$ cat config.mk
export PLATFORM = sky130hd
export DESIGN_NAME = ram_fifo_ctrl_flat
export DESIGN_NICKNAME = d
export VERILOG_FILES = /design/src/rtl/ram_fifo_ctrl_if.sv /design/src/rtl/ram_fifo_ctrl.sv /design/src/flat_wrapper.sv
export SDC_FILE = /design/constraint.sdc
export NUM_CORES = 1
export LEC_CHECK = 0
export CAP_MARGIN = 5
export CORE_MARGIN = 8
export CORE_UTILIZATION = 44
export CTS_BUF_LIST = sky130_fd_sc_hd__clkbuf_4
export CTS_CLUSTER_SIZE = 16
export DETAILED_ROUTE_END_ITERATION = 12
export PLACE_DENSITY = 0.9
export SLEW_MARGIN = 25
export SYNTH_ARGS = -nofsm -noshare
export SYNTH_HDL_FRONTEND = slang
export SYNTH_SLANG_ARGS = --single-unit
$ cat constraint.sdc
create_clock -name clk -period 4.35 [get_ports clk]
set_clock_uncertainty 0.15 [all_clocks]
set_input_delay 0.6525 -clock clk [delete_from_list [all_inputs] [get_ports clk]]
set_output_delay 0.6525 -clock clk [all_outputs]
set_load 0.005 [all_outputs]
$ cat src/rtl/ram_fifo_ctrl_if.sv
// Stream and RAM-port bundle for ram_fifo_ctrl.
// The controller attaches through the slave modport. The environment (producer,
// consumer and the RAM) attaches through the master modport.
interface ram_fifo_ctrl_if #(
    parameter int DATAWIDTH = 8,
    parameter int ADDRWIDTH = 3
);
    logic                 in_valid;
    logic                 in_ready;
    logic [DATAWIDTH-1:0] in_data;
    logic                 out_valid;
    logic                 out_ready;
    logic [DATAWIDTH-1:0] out_data;
    logic                 ram_en_w_n;
    logic [ADDRWIDTH-1:0] ram_addr_w;
    logic [DATAWIDTH-1:0] ram_data_w;
    logic                 ram_en_r_n;
    logic [ADDRWIDTH-1:0] ram_addr_r;
    logic [DATAWIDTH-1:0] ram_data_r;

    modport master (
        output in_valid, in_data, out_ready, ram_data_r,
        input  in_ready, out_valid, out_data,
               ram_en_w_n, ram_addr_w, ram_data_w, ram_en_r_n, ram_addr_r
    );

    modport slave (
        input  in_valid, in_data, out_ready, ram_data_r,
        output in_ready, out_valid, out_data,
               ram_en_w_n, ram_addr_w, ram_data_w, ram_en_r_n, ram_addr_r
    );
endinterface

$ cat src/rtl/ram_fifo_ctrl.sv
// ram_fifo_ctrl: turns an external flop RAM (registered write, combinational read)
// into a valid/ready FIFO with a registered show-ahead output stage.
// Optional feature: define FIFO_CTRL_FLUSH_EN to add a synchronous flush input.
module ram_fifo_ctrl #(
    parameter int DATAWIDTH = 8,
    parameter int ADDRWIDTH = 3
) (
    input  logic                 clk,
    input  logic                 rst_n,
`ifdef FIFO_CTRL_FLUSH_EN
    input  logic                 flush,
`endif
    ram_fifo_ctrl_if.slave       bus,
    output logic [ADDRWIDTH:0]   count,
    output logic                 full,
    output logic                 empty
);
    localparam int               DEPTH    = 1 << ADDRWIDTH;
    localparam logic [ADDRWIDTH:0] OCC_FULL = (ADDRWIDTH+1)'(DEPTH);

    // Output stage FSM: EMPTY means out_data is stale, HOLD means it is the head entry.
    localparam logic [0:0] ST_EMPTY = 1'b0;
    localparam logic [0:0] ST_HOLD  = 1'b1;

    logic [ADDRWIDTH-1:0] wr_ptr_q, wr_ptr_d;
    logic [ADDRWIDTH-1:0] rd_ptr_q, rd_ptr_d;
    logic [ADDRWIDTH:0]   occ_q, occ_d;
    logic [0:0]           state_q, state_d;
    logic [DATAWIDTH-1:0] out_data_q, out_data_d;
    logic                 flush_w;
    logic                 in_ready_w;
    logic                 push;
    logic                 load;

`ifdef FIFO_CTRL_FLUSH_EN
    assign flush_w = flush;
`else
    assign flush_w = 1'b0;
`endif

    // Handshake decode. The load is gated by committed occupancy only, so a word just
    // being written is never read in the same cycle.
    always_comb begin
        in_ready_w = (occ_q != OCC_FULL) & ~flush_w;
        push       = bus.in_valid & in_ready_w;
        load       = (occ_q != '0) & ((state_q == ST_EMPTY) | bus.out_ready) & ~flush_w;
    end

    assign bus.in_ready   = in_ready_w;
    assign bus.ram_en_w_n = ~push;
    assign bus.ram_addr_w = wr_ptr_q;
    assign bus.ram_data_w = bus.in_data;
    assign bus.ram_en_r_n = ~load;
    assign bus.ram_addr_r = rd_ptr_q;
    assign bus.out_valid  = (state_q == ST_HOLD);
    assign bus.out_data   = out_data_q;

    assign count = occ_q + {{ADDRWIDTH{1'b0}}, bus.out_valid};
    assign full  = (occ_q == OCC_FULL);
    assign empty = (count == '0);

    // Next-state for pointers, occupancy and the output stage; flush overrides everything.
    always_comb begin
        wr_ptr_d   = wr_ptr_q;
        rd_ptr_d   = rd_ptr_q;
        occ_d      = occ_q;
        state_d    = state_q;
        out_data_d = out_data_q;
        if (flush_w) begin
            wr_ptr_d = '0;
            rd_ptr_d = '0;
            occ_d    = '0;
            state_d  = ST_EMPTY;
        end else begin
            if (push) wr_ptr_d = wr_ptr_q + 1'b1;
            if (load) begin
                rd_ptr_d   = rd_ptr_q + 1'b1;
                out_data_d = bus.ram_data_r;
                state_d    = ST_HOLD;
            end else if ((state_q == ST_HOLD) && bus.out_ready) begin
                state_d = ST_EMPTY;
            end
            occ_d = occ_q + {{ADDRWIDTH{1'b0}}, push} - {{ADDRWIDTH{1'b0}}, load};
        end
    end

    // State registers with asynchronous clear.
    always_ff @(posedge clk or negedge rst_n) begin
        if (!rst_n) begin
            wr_ptr_q   <= '0;
            rd_ptr_q   <= '0;
            occ_q      <= '0;
            state_q    <= ST_EMPTY;
            out_data_q <= '0;
        end else begin
            wr_ptr_q   <= wr_ptr_d;
            rd_ptr_q   <= rd_ptr_d;
            occ_q      <= occ_d;
            state_q    <= state_d;
            out_data_q <= out_data_d;
        end
    end
endmodule
$ cat src/flat_wrapper.sv
// flat-port wrapper written by rule: the top's interface ports become plain ports
module ram_fifo_ctrl_flat 
#(
    parameter int DATAWIDTH = 8,
    parameter int ADDRWIDTH = 3
)
  (clk, rst_n, count, full, empty, bus_in_valid, bus_in_data, bus_out_ready, bus_ram_data_r, bus_in_ready, bus_out_valid, bus_out_data, bus_ram_en_w_n, bus_ram_addr_w, bus_ram_data_w, bus_ram_en_r_n, bus_ram_addr_r);
  ram_fifo_ctrl_if #(.DATAWIDTH(DATAWIDTH), .ADDRWIDTH(ADDRWIDTH)) bus_i ();
  input  logic clk;
  input  logic rst_n;
  output logic [ADDRWIDTH:0] count;
  output logic full;
  output logic empty;
  input wire logic [$bits(bus_i.in_valid)-1:0] bus_in_valid;
  input wire logic [$bits(bus_i.in_data)-1:0] bus_in_data;
  input wire logic [$bits(bus_i.out_ready)-1:0] bus_out_ready;
  input wire logic [$bits(bus_i.ram_data_r)-1:0] bus_ram_data_r;
  output wire logic [$bits(bus_i.in_ready)-1:0] bus_in_ready;
  output wire logic [$bits(bus_i.out_valid)-1:0] bus_out_valid;
  output wire logic [$bits(bus_i.out_data)-1:0] bus_out_data;
  output wire logic [$bits(bus_i.ram_en_w_n)-1:0] bus_ram_en_w_n;
  output wire logic [$bits(bus_i.ram_addr_w)-1:0] bus_ram_addr_w;
  output wire logic [$bits(bus_i.ram_data_w)-1:0] bus_ram_data_w;
  output wire logic [$bits(bus_i.ram_en_r_n)-1:0] bus_ram_en_r_n;
  output wire logic [$bits(bus_i.ram_addr_r)-1:0] bus_ram_addr_r;
  assign bus_i.in_valid = bus_in_valid;
  assign bus_i.in_data = bus_in_data;
  assign bus_i.out_ready = bus_out_ready;
  assign bus_i.ram_data_r = bus_ram_data_r;
  assign bus_in_ready = bus_i.in_ready;
  assign bus_out_valid = bus_i.out_valid;
  assign bus_out_data = bus_i.out_data;
  assign bus_ram_en_w_n = bus_i.ram_en_w_n;
  assign bus_ram_addr_w = bus_i.ram_addr_w;
  assign bus_ram_data_w = bus_i.ram_data_w;
  assign bus_ram_en_r_n = bus_i.ram_en_r_n;
  assign bus_ram_addr_r = bus_i.ram_addr_r;
  ram_fifo_ctrl #(.DATAWIDTH(DATAWIDTH), .ADDRWIDTH(ADDRWIDTH)) u_core (.clk(clk), .rst_n(rst_n), .bus(bus_i), .count(count), .full(full), .empty(empty));
endmodule
==> metrics.txt, run 1 <==
global-route wire length before repair 3.53 mm; Hold Path Origin u_core.bus.ram_addr_r[2]; clk slew on worst S/H paths ~0.11 ns; internal power around 640 uW; Crit. Startpoint bus_out_ready; initial antenna violation count 0; Root Driver clkbuf_4; WL/cell approximately 16 um; Switching Power 323 uW; Crit Reg-Reg Startpoint u_core.occ_q[2]; r2r endpoint u_core.occ_q[2]; vias in the first global route between 700 and 800; Post-Syn Area per Cell ~13 um^2; Crit Path Class primary input to output port; Sw Ratio 33.7%; post-synth cell types 21; vias per cell 4.75; routed vias 660; port bufs 35; Ys Warns 0; Placed Cells roughly 140; Worst Setup End Kind output port; Max VDD drop roughly 410 uV; Hold Crit Class register to register; Placer Congestion approximately 0.73; Comb pwr share 57.1%; post-synthesis sequential area ratio 44.9%; pwr/cell area 679 nW/um^2; buffer count from post-CTS setup fixing 0; outcome finished clean; die area around 4200 um^2; post-route insts no fill about 140; hold path endpoint u_core.bus.ram_addr_r[2]; syn_nets about 110; core outline area ~2300 um^2; fill count about 180; Placed Area between 1000 and 1500 um^2; Final TNS setup 0 ns; max-slew violation count 0; fin crit period approximately 3.0 ns; most frequent cells in the layout clkdlybuf4s50_1, dfrtp_1, mux2_4, ha_1, inv_1; Final #Nets between 100 and 150; Max Cap Viol 0; initial core utilization 47.0%; Place WS 1.35 ns; Design Area, Final roughly 1400 um^2; CTS sink count 19; TritonCTS clock tree built; Core Rows 17; CP Max Fanout 10; Max Root-Sink Buffers 2; Fmax ~330 MHz; GR Overflow Total 0; WP data required around 3.6 ns; R2R setup slack ~2.1 ns; Synth-to-Final Area Change 33.3%; Global Route Usage Sum 10.4%; Final ANT Viol Nets 0; DRC Markers 0; Setup Viol. Count Final 0; Reg2Reg Depth 9; layout cells sized above 1 16.2%; final worst slack approximately 1.3 ns; Die Height 65.1 um; IO Pins between 50 and 60; drt total wl 2.24 mm; die width between 60 and 70 um; FF+latch count, synth 19; count of hold-fix buffers inserted at cts 0; CP startpoint kind primary input; Reg power frac about a third; clk_lat worst skew 0.30 ns; # H-tree levels 1; Slew Limit Headroom 43.9%; worst hold stages 1; Syn Inst Count 80; Total Power ~960 uW; Synth Cell Area around 1100 um^2; most common library cell in the layout ignoring fill and taps clkdlybuf4s50_1; clock network power share roughly 9.2%; drt first pass iters 3; fin crit share 69.0%; unrepaired setup endpoints after global routing no; post-cts resize count 0; Final Hold Viols 0; 1st-iter DRT viols 12; slew at the pin with the worst max-slew slack approximately 0.84 ns; Post-DP HPWL approximately 1.9 mm; largest net degree at the start of global routing 20; # diodes 0; static leakage about 0.67 nW; CTS Buf Count 3; CP arrival 2.20 ns
[logic make-up after synthesis]
kind of cell    after synthesis  share of synthesized area [%]
flops                        19                           44.9
buf+inv                      17                           8.85
simple gates                 13                           10.6
fa+ha+maj                    11                           13.7
mux                          10                           14.2
xor+xnor                      8                           6.61
compound gates                2                           1.18
[routing by layer]
metal / GRT usage, % / vias up / share of wire, %
li1: - / 315 / -
met3: 3.44 / 2 / 8.2
met2: 18.1 / 30 / 52
met5: 0 / - / 0
met4: 4.09 / 0 / 0.85
met1: 11.3 / 313 / 39
[flip-flops by register name, indices dropped and copies added (netlist names)]
name,count
u_core.bus.out_data,8
u_core.occ_q,4
u_core.bus.ram_addr_r,3
u_core.bus.ram_addr_w,3
u_core.bus.out_valid,1
[synthesized netlist by cell type]
| cell type | count | share of area, % |
|---|---|---|
| a21o_1 | 1 | 0.71 |
| a21oi_1 | 1 | 0.47 |
| and2b_1 | 1 | 0.71 |
| buf_4 | 8 | 5.7 |
| dfrtp_1 | 19 | 45 |
| fa_1 | 1 | 1.9 |
| ha_1 | 10 | 12 |
| inv_1 | 9 | 3.2 |
| mux2_4 | 10 | 14 |
| nand2_1 | 3 | 1.1 |
| nand2_4 | 1 | 1.1 |
| nand3_1 | 1 | 0.47 |
| nor2_8 | 1 | 1.9 |
| nor3b_1 | 1 | 0.71 |
| nor3b_4 | 1 | 1.8 |
| nor4_1 | 1 | 0.59 |
| or2b_1 | 1 | 0.71 |
| or3_1 | 1 | 0.59 |
| or3b_4 | 1 | 1.1 |
| xnor2_1 | 5 | 4.1 |
| xor2_1 | 3 | 2.5 |
[power by group through the flow]
stage / registers (mW) / clock network (mW) / logic [mW]
6_report: 0.324 / 0.0880 / 0.548
5_1_grt: 0.337 / 0.101 / 0.602
4_1_cts: 0.326 / 0.0897 / 0.565
3_5_place_dp: 0.329 / 0 / 0.560
3_3_place_gp: 0.325 / 0 / 0.533
2_1_floorplan: 0.321 / 0 / 0.292
[worst max-delay path by stage]
stage,endpoint,slack (ns)
after floorplan,u_core.occ_q[2],2.03
final,bus_ram_en_r_n,1.35
after CTS,bus_ram_en_r_n,1.34
after detailed placement,bus_ram_en_r_n,1.35
after global placement,bus_ram_en_r_n,1.36
after global routing,bus_ram_en_r_n,1.25
[metrics by stage]
| stage | utilization, % | hold WS, ns |
|---|---|---|
| 2_1_floorplan | - | 0.207 |
| 3_3_place_gp | 61.4 | 0.305 |
| 3_5_place_dp | 61.4 | 0.315 |
| 4_1_cts | 62.7 | 0.330 |
| 5_1_grt | 62.7 | 0.363 |
| 6_report | 62.7 | 0.330 |
[worst max-delay path, cell delays in order]
cell	delay, ns
clkdlybuf4s50_1	0.44
and2b_1	0.26
nor2_8	0.27
inv_1	0.11
clkdlybuf4s50_1	0.46
[layout make-up]
| class | count | area (um^2) | area share [%] |
|---|---|---|---|
| Multi-Input combinational cell | 44 | 490 | 34.7 |
| Sequential cell | 19 | 475 | 33.7 |
| Timing Repair Buffer | 35 | 350 | 24.8 |
| Tap cell | 28 | 35.0 | 2.48 |
| Inverter | 9 | 33.8 | 2.39 |
| Clock buffer | 3 | 22.5 | 1.59 |
| Clock inverter | 1 | 5.00 | 0.354 |
Power figures use the tool's default switching activity.
==> run 2, diff against run 1 <==
Settings changed: CORE_UTILIZATION 44 to 41, PLACE_DENSITY 0.9 to 0.85.
Clock period 4.35 ns to 3 ns, I/O delays scaled along.
==> metrics.txt, run 2 (same netlist as run 1, synthesis figures left out) <==
Setup Viol. Count Final 0; drt first pass iters 2; max-slew violation count 0; Worst Setup End Kind output port; Final #Nets between 100 and 150; TritonCTS clock tree built; layout cells sized above 1 about 16%; DRC Markers 0; Reg2Reg Depth 9; initial core utilization 43.2%; CTS sink count 19; count of hold-fix buffers inserted at cts 0; port bufs 35; Max Root-Sink Buffers 2; # H-tree levels 1; initial antenna violation count 0; Crit. Startpoint u_core.occ_q[0]; CP arrival approximately 2.2 ns; Fmax about 360 MHz; CP Max Fanout 5; Slew Limit Headroom 45.2%; internal power just over 900 uW; routed vias 661; fill count 210; Die Height 66.8 um; vias in the first global route 750; worst setup path endpoint empty; Core Rows 18; slew at the pin with the worst max-slew slack slightly above 0.8 ns; Sw Ratio 33.5%; CTS Buf Count 3; core outline area 2450 um^2; clk slew on worst S/H paths roughly 0.11 ns; WL/cell 14.7 um; vias per cell 4.69; fin crit share 92.3%; Post-DP HPWL about 1.7 mm; most common library cell in the layout ignoring fill and taps clkdlybuf4s50_1; buffer count from post-CTS setup fixing 0; area of the multi-input gates between 400 and 500 um^2; static leakage around 0.67 nW; die width about 67 um; Placer Congestion just over 0.7; IO Pins 52; Max Cap Viol 0; 1st-iter DRT viols 17; Final ANT Viol Nets 0; final worst slack around 0.23 ns; Comb pwr share a little under three fifths; pwr/cell area 980 nW/um^2; Reg power frac between 30 and 40%; outcome finished clean; r2r endpoint u_core.occ_q[1]; Switching Power approximately 460 uW; Total Power approximately 1.4 mW; global-route wire length before repair approximately 3.5 mm; Max VDD drop 661 uV; WP data required 2.40 ns; unrepaired setup endpoints after global routing no; register area 475 um^2; largest net degree at the start of global routing 20; Crit Path Class register to output port; most frequent cells in the layout clkdlybuf4s50_1, dfrtp_1, mux2_4, ha_1, inv_1; clock network power share 9.2%; clk_lat worst skew roughly 0.29 ns; drt total wl ~2.1 mm; Crit Reg-Reg Startpoint u_core.occ_q[2]; # diodes 0; fin crit period about 2.8 ns; Hold Crit Class register to register; post-route insts no fill approximately 140; Global Route Usage Sum approximately a tenth; Root Driver clkbuf_4; Placed Cells between 100 and 150; Place WS 0.296 ns; GR Overflow Total 0; max reg flops 8; Design Area, Final around 1400 um^2; die area around 4500 um^2; Synth-to-Final Area Change 33.5%; post-cts resize count 0; Final Hold Viols 0; Final TNS setup 0 ns; R2R setup slack between 0.6 and 0.7 ns; CP startpoint kind register; Placed Area 1390 um^2
==> run 2: metal layers <==
metal | part of all wire, % | vias up | wire length (um) | GRT usage [%]
li1 | - | 313 | - | -
met1 | 39 | 310 | 817 | 10.5
met2 | 46 | 36 | 942 | 16.1
met3 | 15 | 2 | 308 | 5.54
met4 | 0.097 | 0 | 2 | 3.47
met5 | 0 | - | 0 | 0
==> run 2: critical path, cell delays in order (launching register included) <==
cell and delay, ns:
dfrtp_1 0.48, ha_1 0.24, ha_1 0.20, xor2_1 0.15, nor4_1 0.25, clkdlybuf4s50_1 0.56
==> run 2: final cells by class <==
class                   instances  area share, %
flip-flops and latches         19           33.6
inverters                       9           2.39
well taps                      30           2.65
repair buffers                 35           24.8
multi-input cells              44           34.7
clock inverters                 1          0.354
clock buffers                   3           1.59
==> run 2: power by group through the flow <==
stage,combinational [mW],clock [mW],sequential (mW)
2_1_floorplan,0.423,0,0.466
5_1_grt,0.874,0.143,0.491
3_3_place_gp,0.774,0,0.470
4_1_cts,0.809,0.132,0.473
6_report,0.789,0.128,0.469
3_5_place_dp,0.804,0,0.477
==> run 2: how the worst min path moves through the flow <==
stage                              from                       end  slack (ns)  cells after the start
4_1_cts        u_core.bus.ram_addr_w[2]  u_core.bus.ram_addr_w[2]        0.33                      1
3_5_place_dp   u_core.bus.ram_addr_w[2]  u_core.bus.ram_addr_w[2]        0.31                      1
5_1_grt        u_core.bus.ram_addr_w[2]  u_core.bus.ram_addr_w[2]        0.35                      1
3_3_place_gp   u_core.bus.ram_addr_r[2]  u_core.bus.ram_addr_r[2]        0.31                      1
2_1_floorplan                     rst_n    u_core.bus.out_data[0]       0.004                      0
6_report       u_core.bus.ram_addr_w[2]  u_core.bus.ram_addr_w[2]        0.33                      1
==> run 2: stage by stage <==
stage | utilization, % | hold WS, ns
2_1_floorplan | - | 0.00441
3_3_place_gp | 56.5 | 0.307
3_5_place_dp | 56.5 | 0.314
4_1_cts | 57.6 | 0.334
5_1_grt | 57.6 | 0.347
6_report | 57.6 | 0.326
==> run 3, diff against run 2 <==
Settings changed: ABC_AREA from default to 1, CORE_UTILIZATION 41 to 42, PLACE_DENSITY 0.85 to 0.86.
==> metrics.txt, run 3 <==
outcome finished clean; Final Hold Viols 0; fin crit period between 2 and 3 ns; Setup Viol. Count Final 0; final worst slack between 0.3 and 0.4 ns; GR Overflow Total 0; global-route wire length before repair 4.23 mm; buffer count from post-CTS setup fixing 0; Core Rows 18; cell mode on critical path ha_1; Final ANT Viol Nets 0; Crit. Startpoint u_core.bus.out_valid; most common library cell in the layout ignoring fill and taps nand2_1; Worst Setup End Kind output port; CP arrival slightly above 2 ns; Fmax approximately 370 MHz; Max Root-Sink Buffers 2; Crit Reg-Reg Startpoint u_core.occ_q[2]; worst setup path endpoint empty; most frequent cells in the layout nand2_1, clkdlybuf4s50_1, dfrtp_1; pwr/cell area approximately 1100 nW/um^2; Reg power frac a little over 30%; Die Height 67.5 um; routed vias approximately 900; cell taking the most area after synthesis dfrtp_1; top post-synthesis cells by area dfrtp_1, nand2_1, ha_1; most frequent cell after synthesis nand2_1; Root Driver clkbuf_4; Main synth FF type dfrtp_1; Critical-path top delay cell clkdlybuf4s50_1; internal power 903 uW; drt total wl around 2.7 mm; Synth Cell Area about 1100 um^2; Max VDD drop 570 uV; top-area cell type share of the netlist area between 40% and 50%; R2R setup slack around 0.83 ns; core outline area roughly 2500 um^2; Max Cap Viol 0; Post-synth EDFFs 0; initial antenna violation count 0; Place WS approximately 0.54 ns; Final TNS setup 0 ns; Synth-to-Final Area Change 29.8%; Slew Limit Headroom 43.8%; max reg flops 8; max-slew violation count 0; Post-Syn Area per Cell 8.70 um^2; clock network power share around a tenth; DRC Markers 0; Design Area, Final ~1400 um^2; Syn Inst Count around 130; # H-tree levels 1; Placed Area 1420 um^2; initial core utilization between 40% and 50%; CTS sink count 19; fill count 212; layout cells sized above 1 roughly 6.4%; FF+latch count, synth 19; CTS Buf Count 3; IO Pins 52; largest net degree at the start of global routing 20; clk_lat worst skew about 0.32 ns; Switching Power between 600 and 700 uW; clk slew on worst S/H paths 0.11 ns; worst hold slack about 0.34 ns; WP data required 2.40 ns; WL/cell around 14 um; drt first pass iters 4; register area 475 um^2; fin crit share around 90%; syn_nets 159; Critical Path, Cell by Cell ha_1 > ha_1 > xnor2_1 > nand2_1 > nor2_1 > clkdlybuf4s50_1; slew at the pin with the worst max-slew slack about 0.84 ns; post-synth cell types 18; CP peak stage delay slightly above 0.5 ns; Crit Path Class register to output port; CP Max Fanout 4; 1st-iter DRT viols 46; post-synthesis sequential area ratio 42.7%; CP startpoint kind register; Hold Crit Class register to register; Comb pwr share between 50% and 60%; TritonCTS clock tree built; Ys Warns 0; count of hold-fix buffers inserted at cts 0; Final #Nets between 150 and 200; die width 67.5 um; most common library cells after synthesis nand2_1, dfrtp_1, nand3_1, inv_1, ha_1; vias in the first global route roughly 970; # diodes 0; Sw Ratio about two fifths; Reg2Reg Depth 9; Global Route Usage Sum 12.4%; die area about 4600 um^2; r2r endpoint u_core.occ_q[1]; post-cts resize count 0; port bufs 35; area of the multi-input gates 490 um^2; unrepaired setup endpoints after global routing no; Placer Congestion ~0.8; vias per cell 4.94; static leakage roughly 0.73 nW; Post-DP HPWL approximately 2.1 mm; FFs w/ async S/R, synth between 90% and 100%
## run 3: how the worst min path moves through the flow
stage	slack [ns]	to	cells after the start	startpoint
floorplan	0.004	u_core.bus.out_data[0]	0	rst_n
global placement	0.30	u_core.bus.out_data[1]	2	u_core.bus.out_data[1]
detailed placement	0.31	u_core.bus.out_data[7]	2	u_core.bus.out_data[7]
CTS	0.34	u_core.bus.out_data[7]	2	u_core.bus.out_data[7]
global route	0.35	u_core.bus.out_data[7]	2	u_core.bus.out_data[7]
finish	0.34	u_core.bus.out_data[7]	2	u_core.bus.out_data[7]
## run 3: cell families after synthesis
family                     share of synthesized area (%)
buffers and inverters                               13.3
DFF                                                 42.7
and+or+nand+nor                                     28.7
xor gates and xnor gates                            2.36
adders and majority gates                           13.0
## run 3: worst max-delay path: cells and delay by family, from the launching register on
family	cells	cell delay, ns
simple gates	2	0.17
fa+ha+maj	2	0.43
flops	1	0.45
buf+inv	1	0.51
xor+xnor	1	0.20
## run 3: layer usage
metal	track usage [%]	share of wire (%)	up-vias
met3	3.64	7.5	7
li1	-	-	444
met1	11.6	38	444
met4	8.88	3.6	0
met2	22.6	50	23
met5	0	0	-
## run 3: per-stage QoR
stage	util [%]	instances	power (mW)
final	57.8	186	1.52
after global routing	57.8	186	1.64
after CTS	57.8	186	1.53
after detailed placement	56.7	182	1.39
after global placement	56.7	182	1.32
after floorplan	-	128	0.959
## run 3: power by group through the flow
| stage | registers (mW) | logic [mW] | clock network, mW |
|---|---|---|---|
| 5_1_grt | 0.482 | 1.01 | 0.151 |
| 3_3_place_gp | 0.469 | 0.850 | 0 |
| 6_report | 0.474 | 0.905 | 0.141 |
| 4_1_cts | 0.472 | 0.919 | 0.143 |
| 2_1_floorplan | 0.466 | 0.493 | 0 |
| 3_5_place_dp | 0.477 | 0.914 | 0 |
## run 3: cell type report
class | instances | area share (%)
Clock buffer | 3 | 1.56
Clock inverter | 1 | 0.346
Inverter | 17 | 4.42
Multi-Input combinational cell | 81 | 33.9
Sequential cell | 19 | 32.9
Tap cell | 30 | 2.60
Timing Repair Buffer | 35 | 24.2
